==> src/rtl/alu_pkg.sv <==
// Shared opcode constants, FSM state type and per-opcode settle latency
// for the ALU command issuer.
package alu_pkg;

   localparam logic [2:0] OP_ADD = 3'd0;
   localparam logic [2:0] OP_SUB = 3'd1;
   localparam logic [2:0] OP_MUL = 3'd2;
   localparam logic [2:0] OP_DIV = 3'd3;
   localparam logic [2:0] OP_FLS = 3'd4;
   localparam logic [2:0] OP_FRS = 3'd5;
   localparam logic [2:0] OP_RLS = 3'd6;
   localparam logic [2:0] OP_RRS = 3'd7;

   typedef enum logic [1:0] {
      ST_IDLE   = 2'd0,
      ST_SETTLE = 2'd1,
      ST_RESP   = 2'd2
   } alu_state_t;

   // Cycles from accept to capture; divide-by-zero never waits for the ALU.
   function automatic logic [3:0] alu_latency(input logic [2:0] op,
                                               input logic       b_zero,
                                               input logic [3:0] settle);
      if (op == OP_ADD || op == OP_SUB)
         return 4'd1;
      if (op == OP_DIV && b_zero)
         return 4'd1;
      return settle;
   endfunction

endpackage

==> src/rtl/alu_cmd_issuer_if.sv <==
// Command, ALU-drive, response and status bundle of the ALU command issuer.
interface alu_cmd_issuer_if;

   logic        cmd_valid;
   logic        cmd_ready;
   logic [31:0] cmd_a;
   logic [31:0] cmd_b;
   logic [2:0]  cmd_opcode;
   logic [5:0]  cmd_shift;
   logic [3:0]  cmd_tag;

   logic [31:0] alu_a;
   logic [31:0] alu_b;
   logic [2:0]  alu_opcode;
   logic [5:0]  alu_shift;
   logic [63:0] alu_out;
   logic        alu_carry;

   logic        rsp_valid;
   logic        rsp_ready;
   logic [63:0] rsp_data;
   logic        rsp_carry;
   logic [3:0]  rsp_tag;
   logic        rsp_err;

   logic        busy;
   logic [15:0] op_count;

   modport slave (
      input  cmd_valid, cmd_a, cmd_b, cmd_opcode, cmd_shift, cmd_tag,
      output cmd_ready,
      output alu_a, alu_b, alu_opcode, alu_shift,
      input  alu_out, alu_carry,
      output rsp_valid, rsp_data, rsp_carry, rsp_tag, rsp_err,
      input  rsp_ready,
      output busy, op_count
   );

   modport master (
      output cmd_valid, cmd_a, cmd_b, cmd_opcode, cmd_shift, cmd_tag,
      input  cmd_ready,
      input  alu_a, alu_b, alu_opcode, alu_shift,
      output alu_out, alu_carry,
      input  rsp_valid, rsp_data, rsp_carry, rsp_tag, rsp_err,
      output rsp_ready,
      input  busy, op_count
   );

endinterface

==> src/rtl/alu_cmd_issuer.sv <==
// Issues one command at a time to an external combinational ALU, waits a
// per-opcode settle time, then captures and holds the result as a response.
//
// state     | meaning
// ST_IDLE   | no transaction, ready for a command
// ST_SETTLE | ALU inputs driven, counting down to capture
// ST_RESP   | response held until rsp_ready
module alu_cmd_issuer
   import alu_pkg::*;
#(
   parameter int SETTLE_CYCLES = 4  // legal range 2..15
) (
   input logic              clk,
   input logic              rst_n,
   alu_cmd_issuer_if.slave  bus
);

   localparam logic [3:0] SETTLE_N = 4'(SETTLE_CYCLES);

   alu_state_t  r_state;
   alu_state_t  w_state_nxt;
   logic [3:0]  r_cnt;
   logic        r_div0;
   logic [31:0] r_alu_a;
   logic [31:0] r_alu_b;
   logic [2:0]  r_alu_opcode;
   logic [5:0]  r_alu_shift;
   logic [63:0] r_rsp_data;
   logic        r_rsp_carry;
   logic [3:0]  r_rsp_tag;
   logic        r_rsp_err;
   logic [15:0] r_op_count;

   logic        w_cmd_ready;
   logic        w_accept;
   logic        w_capture;
   logic        w_rsp_hs;
   logic        w_b_zero;
   logic [3:0]  w_cnt_load;

   always_ff @(posedge clk or negedge rst_n) begin
      if (!rst_n)
         r_state <= ST_IDLE;
      else
         r_state <= w_state_nxt;
   end

   always_comb begin
      w_state_nxt = r_state;
      w_cmd_ready = 1'b0;
      w_capture   = 1'b0;
      w_rsp_hs    = 1'b0;
      case (r_state)
         ST_IDLE: w_cmd_ready = 1'b1;
         ST_SETTLE: begin
            if (r_cnt == 4'd0) begin
               w_capture   = 1'b1;
               w_state_nxt = ST_RESP;
            end
         end
         ST_RESP: begin
            if (bus.rsp_ready) begin
               w_rsp_hs    = 1'b1;
               w_cmd_ready = 1'b1;
               w_state_nxt = ST_IDLE;
            end
         end
         default: w_state_nxt = ST_IDLE;
      endcase
      w_accept = bus.cmd_valid && w_cmd_ready;
      if (w_accept)
         w_state_nxt = ST_SETTLE;
   end

   assign w_b_zero   = (bus.cmd_b == 32'd0);
   assign w_cnt_load = alu_latency(bus.cmd_opcode, w_b_zero, SETTLE_N) - 4'd1;

   always_ff @(posedge clk or negedge rst_n) begin
      if (!rst_n) begin
         r_cnt        <= 4'd0;
         r_div0       <= 1'b0;
         r_alu_a      <= 32'd0;
         r_alu_b      <= 32'd0;
         r_alu_opcode <= 3'd0;
         r_alu_shift  <= 6'd0;
         r_rsp_data   <= 64'd0;
         r_rsp_carry  <= 1'b0;
         r_rsp_tag    <= 4'd0;
         r_rsp_err    <= 1'b0;
         r_op_count   <= 16'd0;
      end else begin
         if (w_accept) begin
            r_alu_a      <= bus.cmd_a;
            r_alu_b      <= bus.cmd_b;
            r_alu_opcode <= bus.cmd_opcode;
            r_alu_shift  <= bus.cmd_shift;
            r_rsp_tag    <= bus.cmd_tag;
            r_div0       <= (bus.cmd_opcode == OP_DIV) && w_b_zero;
            r_cnt        <= w_cnt_load;
         end else if (r_state == ST_SETTLE && r_cnt != 4'd0) begin
            r_cnt <= r_cnt - 4'd1;
         end

         // Divide-by-zero answers with a fixed error pattern, not the ALU.
         if (w_capture) begin
            if (r_div0) begin
               r_rsp_data  <= '1;
               r_rsp_carry <= 1'b0;
               r_rsp_err   <= 1'b1;
            end else begin
               r_rsp_data  <= bus.alu_out;
               r_rsp_carry <= bus.alu_carry;
               r_rsp_err   <= 1'b0;
            end
         end

         if (w_rsp_hs && r_op_count != 16'hFFFF)
            r_op_count <= r_op_count + 16'd1;
      end
   end

   assign bus.cmd_ready  = w_cmd_ready;
   assign bus.alu_a      = r_alu_a;
   assign bus.alu_b      = r_alu_b;
   assign bus.alu_opcode = r_alu_opcode;
   assign bus.alu_shift  = r_alu_shift;
   assign bus.rsp_valid  = (r_state == ST_RESP);
   assign bus.rsp_data   = r_rsp_data;
   assign bus.rsp_carry  = r_rsp_carry;
   assign bus.rsp_tag    = r_rsp_tag;
   assign bus.rsp_err    = r_rsp_err;
   assign bus.busy       = (r_state != ST_IDLE);
   assign bus.op_count   = r_op_count;

endmodule

==> src/flat_wrapper.sv <==
// flat-port wrapper written by rule: the top's interface ports become plain ports
module alu_cmd_issuer_flat import alu_pkg::*;
#(
   parameter int SETTLE_CYCLES = 4                      
)
  (clk, rst_n, bus_cmd_valid, bus_cmd_a, bus_cmd_b, bus_cmd_opcode, bus_cmd_shift, bus_cmd_tag, bus_cmd_ready, bus_alu_a, bus_alu_b, bus_alu_opcode, bus_alu_shift, bus_alu_out, bus_alu_carry, bus_rsp_valid, bus_rsp_data, bus_rsp_carry, bus_rsp_tag, bus_rsp_err, bus_rsp_ready, bus_busy, bus_op_count);
  alu_cmd_issuer_if bus_i ();
  input logic clk;
  input logic rst_n;
  input wire logic [$bits(bus_i.cmd_valid)-1:0] bus_cmd_valid;
  input wire logic [$bits(bus_i.cmd_a)-1:0] bus_cmd_a;
  input wire logic [$bits(bus_i.cmd_b)-1:0] bus_cmd_b;
  input wire logic [$bits(bus_i.cmd_opcode)-1:0] bus_cmd_opcode;
  input wire logic [$bits(bus_i.cmd_shift)-1:0] bus_cmd_shift;
  input wire logic [$bits(bus_i.cmd_tag)-1:0] bus_cmd_tag;
  output wire logic [$bits(bus_i.cmd_ready)-1:0] bus_cmd_ready;
  output wire logic [$bits(bus_i.alu_a)-1:0] bus_alu_a;
  output wire logic [$bits(bus_i.alu_b)-1:0] bus_alu_b;
  output wire logic [$bits(bus_i.alu_opcode)-1:0] bus_alu_opcode;
  output wire logic [$bits(bus_i.alu_shift)-1:0] bus_alu_shift;
  input wire logic [$bits(bus_i.alu_out)-1:0] bus_alu_out;
  input wire logic [$bits(bus_i.alu_carry)-1:0] bus_alu_carry;
  output wire logic [$bits(bus_i.rsp_valid)-1:0] bus_rsp_valid;
  output wire logic [$bits(bus_i.rsp_data)-1:0] bus_rsp_data;
  output wire logic [$bits(bus_i.rsp_carry)-1:0] bus_rsp_carry;
  output wire logic [$bits(bus_i.rsp_tag)-1:0] bus_rsp_tag;
  output wire logic [$bits(bus_i.rsp_err)-1:0] bus_rsp_err;
  input wire logic [$bits(bus_i.rsp_ready)-1:0] bus_rsp_ready;
  output wire logic [$bits(bus_i.busy)-1:0] bus_busy;
  output wire logic [$bits(bus_i.op_count)-1:0] bus_op_count;
  assign bus_i.cmd_valid = bus_cmd_valid;
  assign bus_i.cmd_a = bus_cmd_a;
  assign bus_i.cmd_b = bus_cmd_b;
  assign bus_i.cmd_opcode = bus_cmd_opcode;
  assign bus_i.cmd_shift = bus_cmd_shift;
  assign bus_i.cmd_tag = bus_cmd_tag;
  assign bus_cmd_ready = bus_i.cmd_ready;
  assign bus_alu_a = bus_i.alu_a;
  assign bus_alu_b = bus_i.alu_b;
  assign bus_alu_opcode = bus_i.alu_opcode;
  assign bus_alu_shift = bus_i.alu_shift;
  assign bus_i.alu_out = bus_alu_out;
  assign bus_i.alu_carry = bus_alu_carry;
  assign bus_rsp_valid = bus_i.rsp_valid;
  assign bus_rsp_data = bus_i.rsp_data;
  assign bus_rsp_carry = bus_i.rsp_carry;
  assign bus_rsp_tag = bus_i.rsp_tag;
  assign bus_rsp_err = bus_i.rsp_err;
  assign bus_i.rsp_ready = bus_rsp_ready;
  assign bus_busy = bus_i.busy;
  assign bus_op_count = bus_i.op_count;
  alu_cmd_issuer #(.SETTLE_CYCLES(SETTLE_CYCLES)) u_core (.clk(clk), .rst_n(rst_n), .bus(bus_i));
endmodule
==> config.mk <==
export PLATFORM = sky130hd
export DESIGN_NAME = alu_cmd_issuer_flat
export DESIGN_NICKNAME = d
export VERILOG_FILES = /design/src/rtl/alu_pkg.sv /design/src/rtl/alu_cmd_issuer_if.sv /design/src/rtl/alu_cmd_issuer.sv /design/src/flat_wrapper.sv
export SDC_FILE = /design/constraint.sdc
export NUM_CORES = 1
export LEC_CHECK = 0
export BUFFER_PORTS_ARGS = -buffer_cell sky130_fd_sc_hd__buf_2
export CORE_MARGIN = 5
export CORE_UTILIZATION = 47
export DETAILED_ROUTE_END_ITERATION = 8
export PLACE_DENSITY = 0.8
export SLEW_MARGIN = 5
export SYNTH_ARGS = -nofsm -noshare
export SYNTH_HDL_FRONTEND = slang
export SYNTH_SLANG_ARGS = --single-unit
export TNS_END_PERCENT = 100
==> constraint.sdc <==
create_clock -name clk -period 2.3 [get_ports clk]
set_input_delay 0.46 -clock clk [delete_from_list [all_inputs] [get_ports clk]]
set_output_delay 0.46 -clock clk [all_outputs]
set_load 0.02 [all_outputs]
==> run metrics <==
final wirelength 18.5 mm; die area 0.0166 mm2; Syn Inst Count 564; Synth Flop Type dfrtp_1; Hold Crit Class in -> reg; CP top delay family simple AND/OR/NAND/NOR gates; EDFF count, synth 0; vias in the first global route 5,551; VDD IR-drop max 0.000904 V; setup bufs post-CTS 0; Slew Viols, Final 0; CP endpoint kind flip-flop; Reg2Reg Setup Slack 0.45 ns; Commonest cells post-synth 166 x dfrtp_1, 78 x mux2_2, 77 x nand2_1, 66 x nor2_1, 66 x o21ai_0; Core Util, Final 65.6%; share of cells above drive strength 1 50.6%; Worst Path Required 2.59 ns; Mapped Avg Cell Area 11.8 um2; Most Frequent Cell on Critical Path a21oi_1; CP startpoint bus_cmd_b[3]; top cells by area, synth dfrtp_1 62%, mux2_2 13%, o21ai_0 5.0%, nand2_1 4.3%, nor2_1 3.7%; Tot Pwr 13.4 mW; core footprint 0.0139 mm2; Avg WL per Cell 17.2 um; Final ANT Viol Nets 0; All-Layer GR Usage 22.2%; routability cong. 0.824; status finished clean; ant diodes 0; worst skew pair latency 0.42 ns; worst-case reg-to-reg path depth 4; CTS HTree Levels 4; clock sinks 166; GR Overflow Total 0; IO Pins 308; DRC violations left 0; Max-slew headroom 69.9%; Die Span Y 129 um; WHS 0.269 ns; register area 0.00416 mm2; post-synth cell types 40; die width 129 um; Mapped Nets 712; Final min period 2.21 ns; Setup Skew 0.00719 ns; pwr dens 1470 mW/mm2; crit path capture u_core.r_cnt[2]; most numerous cell in the Yosys netlist dfrtp_1; Worst-Margin Slew 0.445 ns; initial core utilization 47.9%; Final WS setup 0.0892 ns; Inserted Clock Buffers 17; Yosys top cell area share 62.5%; vias per cell 5.03; crit share post-route 96.1%; WP data arrival 2.50 ns; area delta synth->final 37.0%; Synth Register Bits 166; dpl ws -0.320 ns; Mapped Area 0.00665 mm2; Seq/Total Area, Yosys 62.5%; largest net degree at the start of global routing 60; Peak Freq 452 MHz; Critical path buffers and inverters 2; CTS tree built; Setup violations, final 0; CP max-delay cell nor4_1; area of the multi-input gates 0.00238 mm2; CP max stage delay 0.36 ns; first drt pass iteration count 4; crit-path max FO 2; DRT iter0 DRCs 300; Max Root-Sink Buffers 2; startpoint class of the critical path input port; CP Class in -> reg; hpwl dp 13.8 mm; Nets 1,027; Yosys Warn Count 0; dominant cell type by area after synthesis dfrtp_1; initial antenna violation count 0; Filler cells 1,077; Fin Setup TNS 0 ns; Critical R2R Launch u_core.r_cnt[1]; Critical Path, Cell by Cell buf_2 -> nor4_1 -> buf_4 -> nand4_1 -> o32ai_2 -> nor2b_1 -> a21oi_1 -> ha_1 -> nand2_1 -> nor3_1 -> a21oi_1 -> mux2i_1; Worst R2R End u_core.bus.rsp_data[33]; Synth async-reset ratio 100%; first-pass GRT wire length 28.6 mm; routed via count 5,394; LEAKAGE 4.70 nW; Critical Path Stages 12; CTS Root Cell clkbuf_16; Max Cap Viol 0; Final Hold Vio Count 0; # rows 43; I/O Buffers 307; Reg clk slew, reported paths 0.06 ns
[sequential cells by signal, indices dropped and copies added, names as in the netlist, 3 cells and up]
| register | count |
|---|---|
| u_core.bus.alu_opcode | 3 |
| u_core.bus.alu_a | 32 |
| u_core.bus.rsp_data | 64 |
| u_core.bus.alu_shift | 6 |
| u_core.bus.rsp_tag | 4 |
| u_core.bus.op_count | 16 |
| u_core.bus.alu_b | 32 |
| u_core.r_cnt | 4 |
[repair_timing]
| item | 4_1_cts | 5_1_grt |
|---|---|---|
| endpoints found under the hold margin | 41 | 0 |
| resized for setup | 0 | 1 |
| endpoints found under the setup margin | 0 | 2 |
| hold buffers | 1 | 0 |
[power by group]
group          switching, mW  internal (mW)  leakage, nW
registers              0.750           4.27         2.01
logic                   3.44           2.11         2.41
clock network           1.15           1.65        0.282
[metal layers]
metal	vias to the layer above	global-route usage (%)	wire length (um)
met1	2569	26.1	6850
met5	-	0	0
met4	0	8.59	414
met3	32	7.93	1710
met2	231	37.4	9490
li1	2562	-	-
[cells in the final DEF (no fill, tap or decap), drive strengths merged, types with 5 or more instances in the layout]
| cell | instances |
|---|---|
| buf | 325 |
| dfrtp | 166 |
| mux2 | 79 |
| nand2 | 77 |
| nor2 | 68 |
| o21ai | 66 |
| clkbuf | 20 |
| xnor2 | 10 |
| nor4 | 10 |
| nand3 | 8 |
| nor3 | 8 |
| a21oi | 7 |
| nand4 | 7 |
| clkinv | 7 |
| xor2 | 5 |
[kinds of logic after synthesis]
family                   after synthesis  share of synthesized area (%)
AND/OR/NAND/NOR                      190                           13.2
flip-flops                           166                           62.5
multiplexers                          80                           13.6
AO/OA/AOI/OAI                         79                           6.42
buffers and inverters                 32                           2.01
XOR/XNOR                              15                           1.98
adder cells (fa/ha/maj)                2                          0.376
[metrics by stage]
step	cells	area, um2
6_report	1072	9110
4_1_cts	1072	9100
2_1_floorplan	564	6650
3_5_place_dp	1039	8500
5_1_grt	1072	9110
3_3_place_gp	1039	8500
[worst min path at each step]
stage | from | endpoint | slack, ns | depth (start not counted)
floorplan | rst_n | u_core.bus.alu_a[0] | 0.16 | 0
global placement | rst_n | u_core.bus.alu_b[26] | 0.41 | 1
detailed placement | rst_n | u_core.bus.alu_b[26] | 0.41 | 1
CTS | bus_cmd_a[4] | u_core.bus.alu_a[4] | 0.25 | 2
global route | bus_cmd_a[25] | u_core.bus.alu_a[25] | 0.25 | 2
finish | bus_cmd_a[4] | u_core.bus.alu_a[4] | 0.27 | 2
[cell type report]
type | count | area share, %
timing repair buffer | 326 | 19.2
clock buffer | 20 | 5.01
inverter | 2 | 0.0824
clock inverter | 12 | 1.42
sequential | 166 | 45.6
tap | 180 | 2.47
multi-input combinational | 366 | 26.2
(Power assumes the default switching activity.)
